===== config.mk =====
export PLATFORM = sky130hd
export DESIGN_NAME = id_ex_pipe_reg
export DESIGN_NICKNAME = d
export VERILOG_FILES = /design/src/rtl/id_ex_pipe_reg.sv
export SDC_FILE = /design/constraint.sdc
export NUM_CORES = 1
export LEC_CHECK = 0
export BUFFER_PORTS_ARGS = -buffer_cell sky130_fd_sc_hd__buf_2
export CORE_AREA = 2 2 143 145
export DETAILED_ROUTE_END_ITERATION = 8
export DIE_AREA = 0 0 145 147
export HOLD_SLACK_MARGIN = 0.15
export PLACE_DENSITY = 0.72
export RECOVER_POWER = 100
export SYNTH_ARGS = -nofsm -noshare
export SYNTH_HDL_FRONTEND = slang
export SYNTH_SLANG_ARGS = --single-unit

===== constraint.sdc =====
create_clock -name clk -period 9.1 [get_ports clk]
set_clock_uncertainty 0.1 [all_clocks]
set_input_delay 1.82 -clock clk [delete_from_list [all_inputs] [get_ports clk]]
set_output_delay 1.82 -clock clk [all_outputs]
set_load 0.02 [all_outputs]

===== src/rtl/id_ex_pipe_reg.sv =====
// ID/EX pipeline register: captures decoded ID state, inserts bubbles on flush,
// holds on stall, and keeps saturating bubble/hold counters for performance debug.
module id_ex_pipe_reg #(
  parameter int unsigned XLEN  = 32,
  parameter int unsigned CNT_W = 16
) (
  input  logic             clk,
  input  logic             rst,
  input  logic             id_ex_en,
  input  logic             id_ex_flush,
  input  logic             id_valid,
  input  logic [XLEN-1:0]  id_pc,
  input  logic [XLEN-1:0]  id_rs1_data,
  input  logic [XLEN-1:0]  id_rs2_data,
  input  logic [XLEN-1:0]  id_imm,
  input  logic [4:0]       id_rs1,
  input  logic [4:0]       id_rs2,
  input  logic [4:0]       id_rd,
  input  logic [6:0]       id_opcode,
  input  logic [2:0]       id_func3,
  input  logic             id_func7_b5,
  input  logic [9:0]       id_ctrl,
  input  logic             id_pred_taken,
  output logic             ex_valid,
  output logic [XLEN-1:0]  ex_pc,
  output logic [XLEN-1:0]  ex_rs1_data,
  output logic [XLEN-1:0]  ex_rs2_data,
  output logic [XLEN-1:0]  ex_imm,
  output logic [4:0]       ex_rs1,
  output logic [4:0]       ex_rs2,
  output logic [4:0]       ex_rd,
  output logic [6:0]       ex_opcode,
  output logic [2:0]       ex_func3,
  output logic             ex_func7_b5,
  output logic [9:0]       ex_ctrl,
  output logic             ex_load_inst,
  output logic             ex_pred_taken,
  output logic [CNT_W-1:0] bubble_cnt,
  output logic [CNT_W-1:0] hold_cnt
);

  // Control packing: {reg_write,mem_read,mem_write,mem_to_reg,alu_src,branch,jump,alu_op[2:0]}
  localparam int unsigned CtrlRegWrite = 9;
  localparam int unsigned CtrlMemRead  = 8;

  typedef struct packed {
    logic            valid;
    logic [XLEN-1:0] pc;
    logic [XLEN-1:0] rs1_data;
    logic [XLEN-1:0] rs2_data;
    logic [XLEN-1:0] imm;
    logic [4:0]      rs1;
    logic [4:0]      rs2;
    logic [4:0]      rd;
    logic [6:0]      opcode;
    logic [2:0]      func3;
    logic            func7_b5;
    logic [9:0]      ctrl;
    logic            pred_taken;
  } stage_t;

  stage_t stage_d, stage_q, id_stage;

  logic [CNT_W-1:0] bubble_cnt_d, bubble_cnt_q;
  logic [CNT_W-1:0] hold_cnt_d, hold_cnt_q;

  // Assemble the incoming ID state; invalid slots carry no control side effects.
  always_comb begin
    id_stage            = '0;
    id_stage.valid      = id_valid;
    id_stage.pc         = id_pc;
    id_stage.rs1_data   = id_rs1_data;
    id_stage.rs2_data   = id_rs2_data;
    id_stage.imm        = id_imm;
    id_stage.rs1        = id_rs1;
    id_stage.rs2        = id_rs2;
    id_stage.rd         = id_rd;
    id_stage.opcode     = id_opcode;
    id_stage.func3      = id_func3;
    id_stage.func7_b5   = id_func7_b5;
    id_stage.ctrl       = id_valid ? id_ctrl : '0;
    id_stage.pred_taken = id_valid ? id_pred_taken : 1'b0;
    // Writes to x0 are dropped here so later stages never see them.
    if (id_rd == 5'd0) begin
      id_stage.ctrl[CtrlRegWrite] = 1'b0;
    end
  end

  // Next stage state: flush beats capture beats hold.
  always_comb begin
    stage_d = stage_q;
    if (id_ex_flush) begin
      stage_d = '0;
    end else if (id_ex_en) begin
      stage_d = id_stage;
    end
  end

  // Saturating performance counters.
  always_comb begin
    bubble_cnt_d = bubble_cnt_q;
    hold_cnt_d   = hold_cnt_q;
    if (id_ex_flush && (bubble_cnt_q != {CNT_W{1'b1}})) begin
      bubble_cnt_d = bubble_cnt_q + 1'b1;
    end
    if (!id_ex_en && !id_ex_flush && (hold_cnt_q != {CNT_W{1'b1}})) begin
      hold_cnt_d = hold_cnt_q + 1'b1;
    end
  end

  // State registers with asynchronous reset.
  always_ff @(posedge clk or posedge rst) begin
    if (rst) begin
      stage_q      <= '0;
      bubble_cnt_q <= '0;
      hold_cnt_q   <= '0;
    end else begin
      stage_q      <= stage_d;
      bubble_cnt_q <= bubble_cnt_d;
      hold_cnt_q   <= hold_cnt_d;
    end
  end

  // All outputs come straight from flops.
  always_comb begin
    ex_valid      = stage_q.valid;
    ex_pc         = stage_q.pc;
    ex_rs1_data   = stage_q.rs1_data;
    ex_rs2_data   = stage_q.rs2_data;
    ex_imm        = stage_q.imm;
    ex_rs1        = stage_q.rs1;
    ex_rs2        = stage_q.rs2;
    ex_rd         = stage_q.rd;
    ex_opcode     = stage_q.opcode;
    ex_func3      = stage_q.func3;
    ex_func7_b5   = stage_q.func7_b5;
    ex_ctrl       = stage_q.ctrl;
    ex_load_inst  = stage_q.ctrl[CtrlMemRead];
    ex_pred_taken = stage_q.pred_taken;
    bubble_cnt    = bubble_cnt_q;
    hold_cnt      = hold_cnt_q;
  end

endmodule


# Yosys cells after proc, flatten, opt, wreduce, memory -nomap -nowiden
# Index checks and enable logic that the tools add are counted.
# totals
out_inout_bits	199
reg_bits	198
inputBits	170
word_cells	31
# op_classes
mux	5
n_eq_ne	2
addsub	2
reduce_logical	7
# ops
op	count
$mux W166	2
$add A16 B1 Y16 const B	2
$ne A16 B16 Y1 const B	2
$mux W10	1
$logic_not A5 Y1	1
$logic_and A1 B1 Y1	3
$logic_not A1 Y1	2
$mux W1	2
$reduce_bool A2 Y1	1

# Longest topological paths before layout
# logic_depth
word_depth	4
ltp_mapped	6
depth_no_buf	5

# Worst setup path before layout
# OpenSTA, ideal clock, no wires.
# synth_timing
path_type	in2reg
from	input id_ex_en
to	register stage_q (netlist bit ex_valid)
setup_time_ns	0.132
path_slack_ns	6.006
path_buffers	3
arrival_ns	2.862
required_ns	8.868
path_stages	5
cell_sequence	clkbuf_1 -> clkbuf_1 -> buf_2 -> mux2i_1 -> nor2_1
# synth_via
elab_chain_len	1
# synth_rtl
element	line	source
start: declaration	9	input logic id_ex_en,
$reduce_bool A2 Y1 (no source line)	--	
end signal: assignment	118	stage_q <= stage_d;
end: declaration	62	stage_t stage_d, stage_q, id_stage;
# No other way between the ends.
# A chain may end at the register's enable or synchronous reset.

# Worst setup path in the final report
# layout_timing
from	input id_ex_flush
to	register hold_cnt_q[12] (netlist: hold_cnt[12])
# layout_via
elab_chain_len	3
# layout_rtl
element	line	source
start: declaration	10	input logic id_ex_flush,
$logic_not A1 Y1	106	if (!id_ex_en && !id_ex_flush && (hold_cnt_q != {CNT_W{1'b1}})) begin
$logic_and A1 B1 Y1 (2 in a row)	106	
end signal: assignment	120	hold_cnt_q <= hold_cnt_d;
end: declaration	65	logic [CNT_W-1:0] hold_cnt_d, hold_cnt_q;
# No other way between the ends.

==> flow_summary.ini <==
[run_status]
status = complete, but fails checks
violations = max-capacitance violations, max-slew violations

[placement]
hpwl_mm = 14.9
placed_area_um2 = 10300
gp_congestion = 0.782
portBuffers = 368

[synthesis]
synth_compound_area_share_pct = 1.62
syn_avg_cell_area_um2 = 11.8
synth-simple-area-share_pct = 13.7
yosys-top-cells-area = dfrtp_1 (60%), mux2i_1 (19%), nor2_1 (7.2%), xnor2_1 (2.3%), nand3_1 (1.6%)
async_reset_ff_share_pct = 100
syn-num-nets = 871
syn_inst = 699
yosys.area_share.adder_pct = 0.303
synth_top_area_share_pct = 60.0
synth_xor_xnor_area_share_pct = 2.44
synth_top_family_by_area = multiplexers
muxShareOfSynthArea_pct = 19.2
synthesis.area_um2 = 8260
yosys_warnings = 0
synth_seq_cells = 198
ys_seq_area_share_pct = 60.0
synth_top_area_cell = dfrtp_1
ys.flop_type = dfrtp_1
synth_edf_count = 0
synth_cell_types = 40

[cells_and_area]
area_delta_synth_final_pct = 28.0
finalInstanceArea_um2 = 10600
nets = 1219
utilization_pct = 53.2
ff_latch_area_um2 = 4950
final.fill_count = 1877
drive_gt1_share_pct = 19.5
multiInputGateArea_um2 = 3050

[clock_network]
ctsResizeCount = 0
max-clock-path-buffers = 2
post_cts_buffers = 0
cts_root_buf = clkbuf_16
htree_levels = 4
cts_hold_buffers = 0
clk_pin_slew_ns = 0.07
clock_sinks = 198
tritoncts = done
cts_made_buffers = 17
clock_latency_ns = 0.42

[grt]
gr-usage-met1_pct = 25.7
grt_overflow_total = 0
track_usage_pct = 20.1
use_met2_pct = 34.0
grt_max_degree = 127
met3_usage_pct = 5.53
grt_pass1_wl_mm = 34.3
grt_busiest_layer = met2
grt_pass1_vias = 6468
antenna_found_initial = 1

[floorplan]
rows = 52
die_h_um = 147
start_util_pct = 41.6
die_x_um = 145
core_area_um2 = 19800
num_io_pins = 369
die_area_um2 = 21300

[timing]
finalCritPeriodShare_pct = 62.5
tightest_slew_ns = 3.79
finalMaxSlewViolations = 88
fin_setup_tns_ns = 0
timing.hold.ws_ns = 0.418
rsz0062_at_grt = false
max_freq_mhz = 176
setup_violations = 0
relSlewSlack_pct = -153
post-route-min-period_ns = 5.68
hold_viol = 0

[pwr]
ir_drop_mv = 0.160
power_density_nw_per_um2 = 198
p_leak_nw = 5.28
p_total_w = 0.00210

[hold_path]
min_delay_path_depth = 1
worstHoldStart = bubble_cnt[15]$_DFFE_PP0P_
hold_path_class = register to register
min_to = bubble_cnt[15]$_DFFE_PP0P_

[run]
drv_cap = 1

[detailed_routing]
first_iter_violations = 199
viasPerCell = 4.82
vias = 6410
first_pass_iters = 4
routedWlPerCell_um = 16.0
post-route-drc-count = 0
drtAntennaViolNets = 0
routed_wl_mm = 21.2

[worst_setup_path]
worstSetupStartpointType = input pin
reg2reg_to = hold_cnt[1]$_DFFE_PP0P_
criticalPathCategory = input pin to register
r2r_start = hold_cnt[0]$_DFFE_PP0P_
crit_fanout = 87
cp-end-kind = register
ff2ff_path_depth = 5
critPathRequiredTime_ns = 9.31
r2r_slack_ns = 6.94
critPathArrivalTime_ns = 5.89
[stage by stage]
stage	worst slack, ns	instances
after CTS	5.53	1330
after floorplan	1.78	699
final	3.42	1331
after global placement	5.09	1298
after detailed placement	5.07	1298
after global routing	2.98	1331
[cell usage after synthesis, drive strengths merged (3+ instances only)]
library cell and count:
a21oi 14, or4 3, nor3 5, nand3 26
and3 8, buf 26, clkbuf 17, dfrtp 198
mux2i 156, nand2 12, nand4 13, o21a 3
nand2b 11, and4 4, xnor2 22, nor2 160
inv 5
[cell usage in the layout, fill, tap and decap left out, drive strengths merged]
| cell type | synthesis | layout |
|---|---|---|
| nand2 | 12 | 12 |
| o211ai | 1 | 1 |
| a21oi | 14 | 14 |
| inv | 5 | 9 |
| o21a | 3 | 3 |
| and4 | 4 | 4 |
| nand4b | 1 | 1 |
| nor2 | 160 | 160 |
| and2 | 1 | 1 |
| and3 | 8 | 8 |
| xnor2 | 22 | 22 |
| ha | 2 | 2 |
| nor4b | 1 | 1 |
| diode | 0 | 1 |
| mux2i | 156 | 156 |
| a41oi | 1 | 1 |
| nand2b | 11 | 11 |
| or4 | 3 | 3 |
| nor4 | 1 | 1 |
| xor2 | 1 | 1 |
| clkbuf | 17 | 220 |
| a31oi | 1 | 1 |
| clkinvlp | 0 | 3 |
| nor3 | 5 | 5 |
| dfrtp | 198 | 198 |
| nand4 | 13 | 13 |
| nand3b | 1 | 1 |
| o2111ai | 1 | 1 |
| nand3 | 26 | 26 |
| clkinv | 0 | 6 |
| buf | 26 | 171 |
| mux2 | 2 | 2 |
| o21ai | 2 | 2 |
[worst max-delay path, cell delays in order]
cell and delay (ns):
clkbuf_1 2.61, nor2_1 0.62, nor4b_1 0.43, and3_2 0.23
o21a_1 0.16
[worst max-delay path by stage]
stage	start	endpoint	slack (ns)	cells after the start
after global placement	id_ex_en	hold_cnt[12]$_DFFE_PP0P_	5.09	6
final	id_ex_flush	hold_cnt[12]$_DFFE_PP0P_	3.42	5
after global routing	id_ex_flush	bubble_cnt[9]$_DFFE_PP0P_	2.98	5
after CTS	id_ex_en	hold_cnt[12]$_DFFE_PP0P_	5.53	6
after detailed placement	id_ex_en	hold_cnt[12]$_DFFE_PP0P_	5.07	6
after floorplan	rst	bubble_cnt[0]$_DFFE_PP0P_	1.78	1
[flip-flops by register name, indices dropped and copies added, names as in the netlist]
signal	count
ex_rs1	5
ex_valid	1
ex_rs1_data	32
ex_ctrl	10
ex_rs2_data	32
ex_imm	32
bubble_cnt	16
hold_cnt	16
ex_pred_taken	1
ex_opcode	7
ex_func3	3
ex_pc	32
ex_rs2	5
ex_rd	5
ex_func7_b5	1
[power by group]
part	switching (W)	internal, W	leakage (nW)
clock	0.000356	0.000367	0.267
sequential	0.0000639	0.000948	2.62
combinational	0.000231	0.000130	2.40
total	0.000651	0.00145	5.28
[kinds of logic after synthesis]
group                      Yosys count
DFF                                198
adders and majority gates            2
muxes                              158
AOI/OAI and AO/OA                   23
and+or+nand+nor                    247
xor gates and xnor gates            23
buffers and inverters               48
[metal layers]
metal | part of all wire, % | wire length [µm]
met1 | 43 | 9160
met2 | 49 | 10400
met3 | 6.2 | 1310
met4 | 1.8 | 382
met5 | 0 | 0
[final cells by class]
cell class,count,share of cell area (%)
diodes,1,0.0237
clock buffers,19,4.19
clock inverters,13,1.13
inverters,5,0.249
multi-input cells,453,28.9
flip-flops and latches,198,46.9
well taps,270,3.20
repair buffers,372,15.4
Power figures use the tool's default switching activity.
